### config.mk
export PLATFORM = sky130hd
export DESIGN_NAME = cotm32_trap_ctrl
export DESIGN_NICKNAME = d
export VERILOG_FILES = /design/src/rtl/cotm32_priv_pkg.sv /design/src/rtl/cotm32_csr_alu.sv /design/src/rtl/cotm32_trap_ctrl.sv
export SDC_FILE = /design/constraint.sdc
export NUM_CORES = 1
export LEC_CHECK = 0
export CAP_MARGIN = 0
export CELL_PAD_IN_SITES_DETAIL_PLACEMENT = 0
export CELL_PAD_IN_SITES_GLOBAL_PLACEMENT = 1
export CORE_MARGIN = 2
export CORE_UTILIZATION = 35
export CTS_BUF_LIST = sky130_fd_sc_hd__clkbuf_8
export DETAILED_ROUTE_END_ITERATION = 8
export PLACE_DENSITY_LB_ADDON = 0.1
export SLEW_MARGIN = 20
export SYNTH_ARGS = -nofsm -noshare
export SYNTH_HDL_FRONTEND = slang
export SYNTH_HIERARCHICAL = 1
export SYNTH_SLANG_ARGS = --single-unit
### constraint.sdc
create_clock -name clk -period 2.7 [get_ports clk]
set_clock_uncertainty 0.05 [all_clocks]
set_input_delay 0.27 -clock clk [delete_from_list [all_inputs] [get_ports clk]]
set_output_delay 0.27 -clock clk [all_outputs]
set_load 0.02 [all_outputs]
### src/rtl/cotm32_priv_pkg.sv
// Privileged-architecture definitions shared by the machine-mode trap controller.
// Holds the XLEN, the trap cause codes, the Zicsr op/address encodings and the
// trap controller FSM state encoding.
package cotm32_priv_pkg;

   localparam int MXLEN = 32;

   // Machine-mode synchronous exception cause codes
   typedef enum logic [MXLEN-1:0] {
      CAUSE_INST_MISALIGNED  = 32'd0,
      CAUSE_INST_ACCESS      = 32'd1,
      CAUSE_ILLEGAL_INST     = 32'd2,
      CAUSE_BREAKPOINT       = 32'd3,
      CAUSE_LOAD_MISALIGNED  = 32'd4,
      CAUSE_LOAD_ACCESS      = 32'd5,
      CAUSE_STORE_MISALIGNED = 32'd6,
      CAUSE_STORE_ACCESS     = 32'd7,
      CAUSE_ECALL_M          = 32'd11
   } trap_cause_t;

   // Zicsr operation selector; NONE means no CSR access this cycle
   typedef enum logic [1:0] {
      ZICSR_OP_NONE = 2'd0,
      ZICSR_OP_RW   = 2'd1,
      ZICSR_OP_RS   = 2'd2,
      ZICSR_OP_RC   = 2'd3
   } zicsr_csr_op_t;

   // Machine-mode CSR addresses known to the trap controller
   typedef enum logic [11:0] {
      ZICSR_CSR_MTVEC    = 12'h305,
      ZICSR_CSR_MSCRATCH = 12'h340,
      ZICSR_CSR_MEPC     = 12'h341,
      ZICSR_CSR_MCAUSE   = 12'h342,
      ZICSR_CSR_MTVAL    = 12'h343
   } zicsr_csr_addr_t;

   // Trap controller states: normal issue, or holding a PC redirect for fetch
   typedef enum logic [0:0] {
      TRAP_ST_RUN   = 1'b0,
      TRAP_ST_REDIR = 1'b1
   } trap_ctrl_state_t;

   // Clear the two low bits of an address held in MTVEC/MEPC
   function automatic logic [31:0] word_align(input logic [31:0] addr);
      return {addr[31:2], 2'b00};
   endfunction

endpackage

### src/rtl/cotm32_csr_alu.sv
// Zicsr read-modify-write datapath: computes the new CSR value from the
// operation, the current value and the operand. Purely combinational.
import cotm32_priv_pkg::*;

module cotm32_csr_alu (
   input  logic [1:0]  csr_op,
   input  logic [31:0] old_val,
   input  logic [31:0] wdata,
   output logic [31:0] new_val
);

   // RW replaces, RS sets bits, RC clears bits; NONE leaves the value alone
   always_comb begin
      new_val = old_val;
      case (csr_op)
         ZICSR_OP_RW: new_val = wdata;
         ZICSR_OP_RS: new_val = old_val | wdata;
         ZICSR_OP_RC: new_val = old_val & ~wdata;
         default:     new_val = old_val;
      endcase
   end

endmodule

### src/rtl/cotm32_trap_ctrl.sv
// Machine-mode trap controller: owns MTVEC/MEPC/MCAUSE/MTVAL, executes Zicsr
// read-modify-writes, sequences trap entry and MRET return, and hands a PC
// redirect to fetch over a valid/ready handshake.
// Optional feature macro: COTM32_MSCRATCH_EN adds the MSCRATCH register (0x340);
// without it that address decodes as illegal.
import cotm32_priv_pkg::*;

module cotm32_trap_ctrl #(
   parameter logic [31:0] RESET_MTVEC = 32'h0000_0000
) (
   input  logic             clk,
   input  logic             rst,
   input  logic             trap_req_i,
   input  logic [MXLEN-1:0] trap_cause_i,
   input  logic [31:0]      trap_pc_i,
   input  logic [31:0]      trap_tval_i,
   input  logic             mret_i,
   input  logic [1:0]       csr_op_i,
   input  logic [11:0]      csr_addr_i,
   input  logic [31:0]      csr_wdata_i,
   output logic [31:0]      csr_rdata_o,
   output logic             csr_illegal_o,
   output logic             stall_o,
   output logic             flush_o,
   output logic             redirect_valid_o,
   output logic [31:0]      redirect_pc_o,
   input  logic             redirect_ready_i
);

   localparam logic [0:0] ST_RUN   = TRAP_ST_RUN;
   localparam logic [0:0] ST_REDIR = TRAP_ST_REDIR;

   logic [0:0]       state;
   logic [31:0]      mtvec;
   logic [31:0]      mepc;
   logic [MXLEN-1:0] mcause;
   logic [31:0]      mtval;
`ifdef COTM32_MSCRATCH_EN
   logic [31:0]      mscratch;
`endif

   logic        sel_mtvec;
   logic        sel_mscratch;
   logic        sel_mepc;
   logic        sel_mcause;
   logic        sel_mtval;
   logic        addr_ok;
   logic        csr_access;
   logic        csr_we;
   logic [31:0] old_val;
   logic [31:0] new_val;

   // Address decode, old-value mux and write qualification
   always_comb begin
      sel_mtvec    = (csr_addr_i == ZICSR_CSR_MTVEC);
`ifdef COTM32_MSCRATCH_EN
      sel_mscratch = (csr_addr_i == ZICSR_CSR_MSCRATCH);
`else
      sel_mscratch = 1'b0;
`endif
      sel_mepc     = (csr_addr_i == ZICSR_CSR_MEPC);
      sel_mcause   = (csr_addr_i == ZICSR_CSR_MCAUSE);
      sel_mtval    = (csr_addr_i == ZICSR_CSR_MTVAL);
      addr_ok      = sel_mtvec | sel_mscratch | sel_mepc | sel_mcause | sel_mtval;
      csr_access   = (csr_op_i != ZICSR_OP_NONE);

      old_val = 32'h0;
      if (sel_mtvec)  old_val = mtvec;
      if (sel_mepc)   old_val = mepc;
      if (sel_mcause) old_val = mcause;
      if (sel_mtval)  old_val = mtval;
`ifdef COTM32_MSCRATCH_EN
      if (sel_mscratch) old_val = mscratch;
`endif

      // Trap entry and MRET both take precedence over a same-cycle CSR write
      csr_we = (state == ST_RUN) && csr_access && addr_ok && !trap_req_i && !mret_i;
   end

   cotm32_csr_alu u_csr_alu (
      .csr_op  (csr_op_i),
      .old_val (old_val),
      .wdata   (csr_wdata_i),
      .new_val (new_val)
   );

   // CSR read port and handshake outputs
   always_comb begin
      csr_rdata_o      = (csr_access && addr_ok) ? old_val : 32'h0;
      csr_illegal_o    = csr_access && !addr_ok;
      redirect_valid_o = (state == ST_REDIR);
      flush_o          = (state == ST_REDIR);
      stall_o          = (state == ST_REDIR);
   end

   // FSM, CSR file and redirect target register
   always_ff @(posedge clk) begin
      if (rst) begin
         state         <= ST_RUN;
         mtvec         <= word_align(RESET_MTVEC);
         mepc          <= 32'h0;
         mcause        <= '0;
         mtval         <= 32'h0;
         redirect_pc_o <= 32'h0;
`ifdef COTM32_MSCRATCH_EN
         mscratch      <= 32'h0;
`endif
      end else begin
         case (state)
            ST_RUN: begin
               if (trap_req_i) begin
                  mepc          <= word_align(trap_pc_i);
                  mcause        <= trap_cause_i;
                  mtval         <= trap_tval_i;
                  redirect_pc_o <= word_align(mtvec);
                  state         <= ST_REDIR;
               end else if (mret_i) begin
                  redirect_pc_o <= mepc;
                  state         <= ST_REDIR;
               end else if (csr_we) begin
                  if (sel_mtvec)  mtvec  <= word_align(new_val);
                  if (sel_mepc)   mepc   <= word_align(new_val);
                  if (sel_mcause) mcause <= new_val;
                  if (sel_mtval)  mtval  <= new_val;
`ifdef COTM32_MSCRATCH_EN
                  if (sel_mscratch) mscratch <= new_val;
`endif
               end
            end
            ST_REDIR: begin
               // Hold the redirect until fetch takes it; everything else is ignored
               if (redirect_ready_i) state <= ST_RUN;
            end
            default: state <= ST_RUN;
         endcase
      end
   end

endmodule

==> impl_metrics.env <==
export IMPL_synthCells=1198
export IMPL_finalInstanceArea_mm2=0.0134
export IMPL_first_pass_iters=5
export IMPL_min_period_ns=2.65
export IMPL_track_usage_pct=24.1
export IMPL_synth_seq_area_share_pct=31.9
export IMPL_ant_nets=0
export IMPL_fmax_mhz=377
export IMPL_hold_buffers=0
export IMPL_intPower_w=0.00377
export IMPL_holdCritPathClass="primary input to flop"
export IMPL_critPathLaunch="csr_addr_i[3]"
export IMPL_ir_drop_mv=0.208
export IMPL_drc=0
export IMPL_total_power_w=0.00553
export IMPL_cellLeakagePower_nw=5.11
export IMPL_synth_distinct_cells=43
export IMPL_start_util_pct=35.3
export IMPL_ios=215
export IMPL_synth_largest_area_cell="dfxtp_1"
export IMPL_dieArea_mm2=0.0292
export IMPL_min_delay_path_depth=2
export IMPL_p_sw_w=0.00176
export IMPL_critical_path_class="primary input to output pin"
export IMPL_synth_compound_area_share_pct=18.6
export IMPL_die_y_um=171
export IMPL_cts_root_buf="clkbuf_8"
export IMPL_syn_to_final_growth_pct=37.2
export IMPL_dp_final_hpwl_mm=23.1
export IMPL_synthesis_area_mm2=0.00974
export IMPL_synth_top_family_by_area="simple AND/OR/NAND/NOR gates"
export IMPL_hold_start="rst"
export IMPL_ys_seq_elements=155
export IMPL_grt_max_degree=75
export IMPL_synth_ff_type="dfxtp_1"
export IMPL_cts_tree="built"
export IMPL_synth_fa_ha_area_share_pct=0
export IMPL_cp_end_kind="output pin"
export IMPL_period_share_pct=98.2
export IMPL_powerDensity_mw_per_mm2=414
export IMPL_cp_required_ns=2.38
export IMPL_synth_commonest_cells="nor2_1, dfxtp_1, nor2b_1"
export IMPL_fin_nets=1561
export IMPL_reg2reg_depth=5
export IMPL_cts_sinks=155
export IMPL_worstMarginPinSlew_ns=0.839
export IMPL_setup_viol_count_final=0
export IMPL_drt_iter0_drc=564
export IMPL_rr_endpoint="mtvec[25]"
export IMPL_grt_pass1_vias=9276
export IMPL_coreArea_mm2=0.0276
export IMPL_grt_overflow_total=0
export IMPL_routabilityCongestion=0.784
export IMPL_syn_avg_cell_area_um2=8.13
export IMPL_clkPwrFrac_pct=31.6
export IMPL_via_per_inst=5.19
export IMPL_status="complete, no violations"
export IMPL_die_w_um=171
export IMPL_ys_top_cells_by_area="dfxtp_1, nor2b_1, mux2_1, mux2i_1, a21oi_1"
export IMPL_yosys_area_share_simple_pct=21.9
export IMPL_worst_path_largest_cell_delay_ns=0.60
export IMPL_crit_family="buffers and inverters"
export IMPL_drv_cap=0
export IMPL_wl_mm=35.0
export IMPL_slowest_stage="or4b_4"
export IMPL_holdPathEnd="mtvec[30]"
export IMPL_synthMuxAreaShare_pct=17.7
export IMPL_clkTransAtPathRegs_ns=0.10
export IMPL_synth_xor_area_share_pct=2.88
export IMPL_rows=61
export IMPL_comb_power_share_pct=23.8
export IMPL_rsz0062_at_grt="yes"
export IMPL_place_area_mm2=0.0128
export IMPL_rrSetupSlack_ns=0.66
export IMPL_num_vias=9378
export IMPL_cts_buffers=17
export IMPL_h_tree_depth=4
export IMPL_reg2reg_from="flush_o"
export IMPL_antenna_found_initial=2
export IMPL_path_cells="dlygate4sd2_1, or4b_4, bufbuf_16, mux2i_1, o22a_1, nor3_2, buf_4, clkdlybuf4s15_2"
export IMPL_synth_top_area_share_pct=31.9
export IMPL_start_kind="primary input"
export IMPL_critPathBufInv=4
export IMPL_clockBufferDepth=2
export IMPL_swShare_pct=31.8
export IMPL_synth_edff_count=0
export IMPL_maxSlewHeadroom_pct=44.0
export IMPL_synth_most_common_cell="nor2_1"
export IMPL_seq_power_share_pct=44.7
export IMPL_drive_above_1_share_pct=17.1
export IMPL_slew_violations=0
export IMPL_synth_warning_count=6
export IMPL_grt_pass1_wl_mm=53.7
export IMPL_clk_latency_ns=0.46
export IMPL_cp_max_fo=7
export IMPL_hold_violations=0
export IMPL_portBuffers=210
export IMPL_worstPathArrival_ns=2.33
export IMPL_wl_per_cell_um=19.4
export IMPL_async_flop_share_pct=0
-- worst max-delay path by stage --
stage                      endpoint  cells past startpoint
detailed placement          mepc[5]                     15
global route        csr_rdata_o[18]                      8
global placement    csr_rdata_o[31]                      9
CTS                  csr_rdata_o[2]                      8
floorplan                  mepc[22]                     12
finish              csr_rdata_o[18]                      8
-- logic make-up after synthesis --
family / count (synthesis)
buffers and inverters: 156
AOI/OAI and AO/OA: 289
and+or+nand+nor: 405
other: 1
muxes: 160
xor gates and xnor gates: 32
DFF: 155
-- stage by stage --
stage	utilization [%]	setup TNS [ns]	hold slack [ns]	setup slack (ns)	cells
3_3_place_gp	46.3	-67.71	0.421	-0.634	1761
5_1_grt	48.5	-0.0663	0.219	-0.0351	1805
2_1_floorplan	-	0	0.406	0.00135	1199
4_1_cts	48.2	0	0.196	0.00106	1803
3_5_place_dp	46.3	-71.54	0.428	-0.670	1761
6_report	48.5	0	0.220	0.0499	1806
-- sequential cells by signal, indices dropped and copies added, names as in the netlist --
signal,cells
mcause,32
mtval,32
flush_o,1
mepc,30
redirect_pc_o,30
mtvec,30
-- final cells by class --
cell class | instances | area (µm²)
fill | 2772 | 14200
antenna | 1 | 2.50
sequential | 155 | 3100
clock inverter | 14 | 129
tap | 378 | 473
inverter | 34 | 128
timing repair buffer | 318 | 3100
multi-input combinational | 888 | 6190
clock buffer | 18 | 248
-- layout by cell type, fill, tap and decap left out, types with 9 or more instances in the layout --
cell               n
nor2b_1          131
inv_1             35
xnor2_1           32
nand4_1           31
nor2b_4            9
mux2i_1           66
o21ai_1           10
dfxtp_1          155
clkdlybuf4s50_1  167
clkbuf_8          18
buf_2             14
nor2_1           154
a221o_1           16
nor3_1            27
buf_4             81
a21oi_1          130
o31ai_1           30
o21ai_0           23
mux2_1            60
and2_1            17
a211oi_1          30
mux2_2            34
buf_6             16
a22oi_1           27
buf_12            18
-- what timing repair did --
item	in CTS	in global routing
gates cloned	3	0
pin swaps	6	7
setup endpoints to repair	84	57
gates resized for setup	121	56
hold endpoints to repair	0	0
buffers inserted	7	2
-- power by group through the flow --
stage | clock network, W | registers, W | logic [W]
CTS | 0.00179 | 0.00247 | 0.00130
global route | 0.00188 | 0.00249 | 0.00143
detailed placement | 0 | 0.00253 | 0.00129
floorplan | 0 | 0.00255 | 0.000655
finish | 0.00175 | 0.00247 | 0.00132
global placement | 0 | 0.00252 | 0.00128
-- metal layers --
layer	part of all wire (%)	global-route usage, %
met2	48	40.6
met3	4.9	3.96
met4	1.2	5.05
met1	46	32.5
met5	0.037	0
Note: power is estimated with default switching activity, not from simulation.
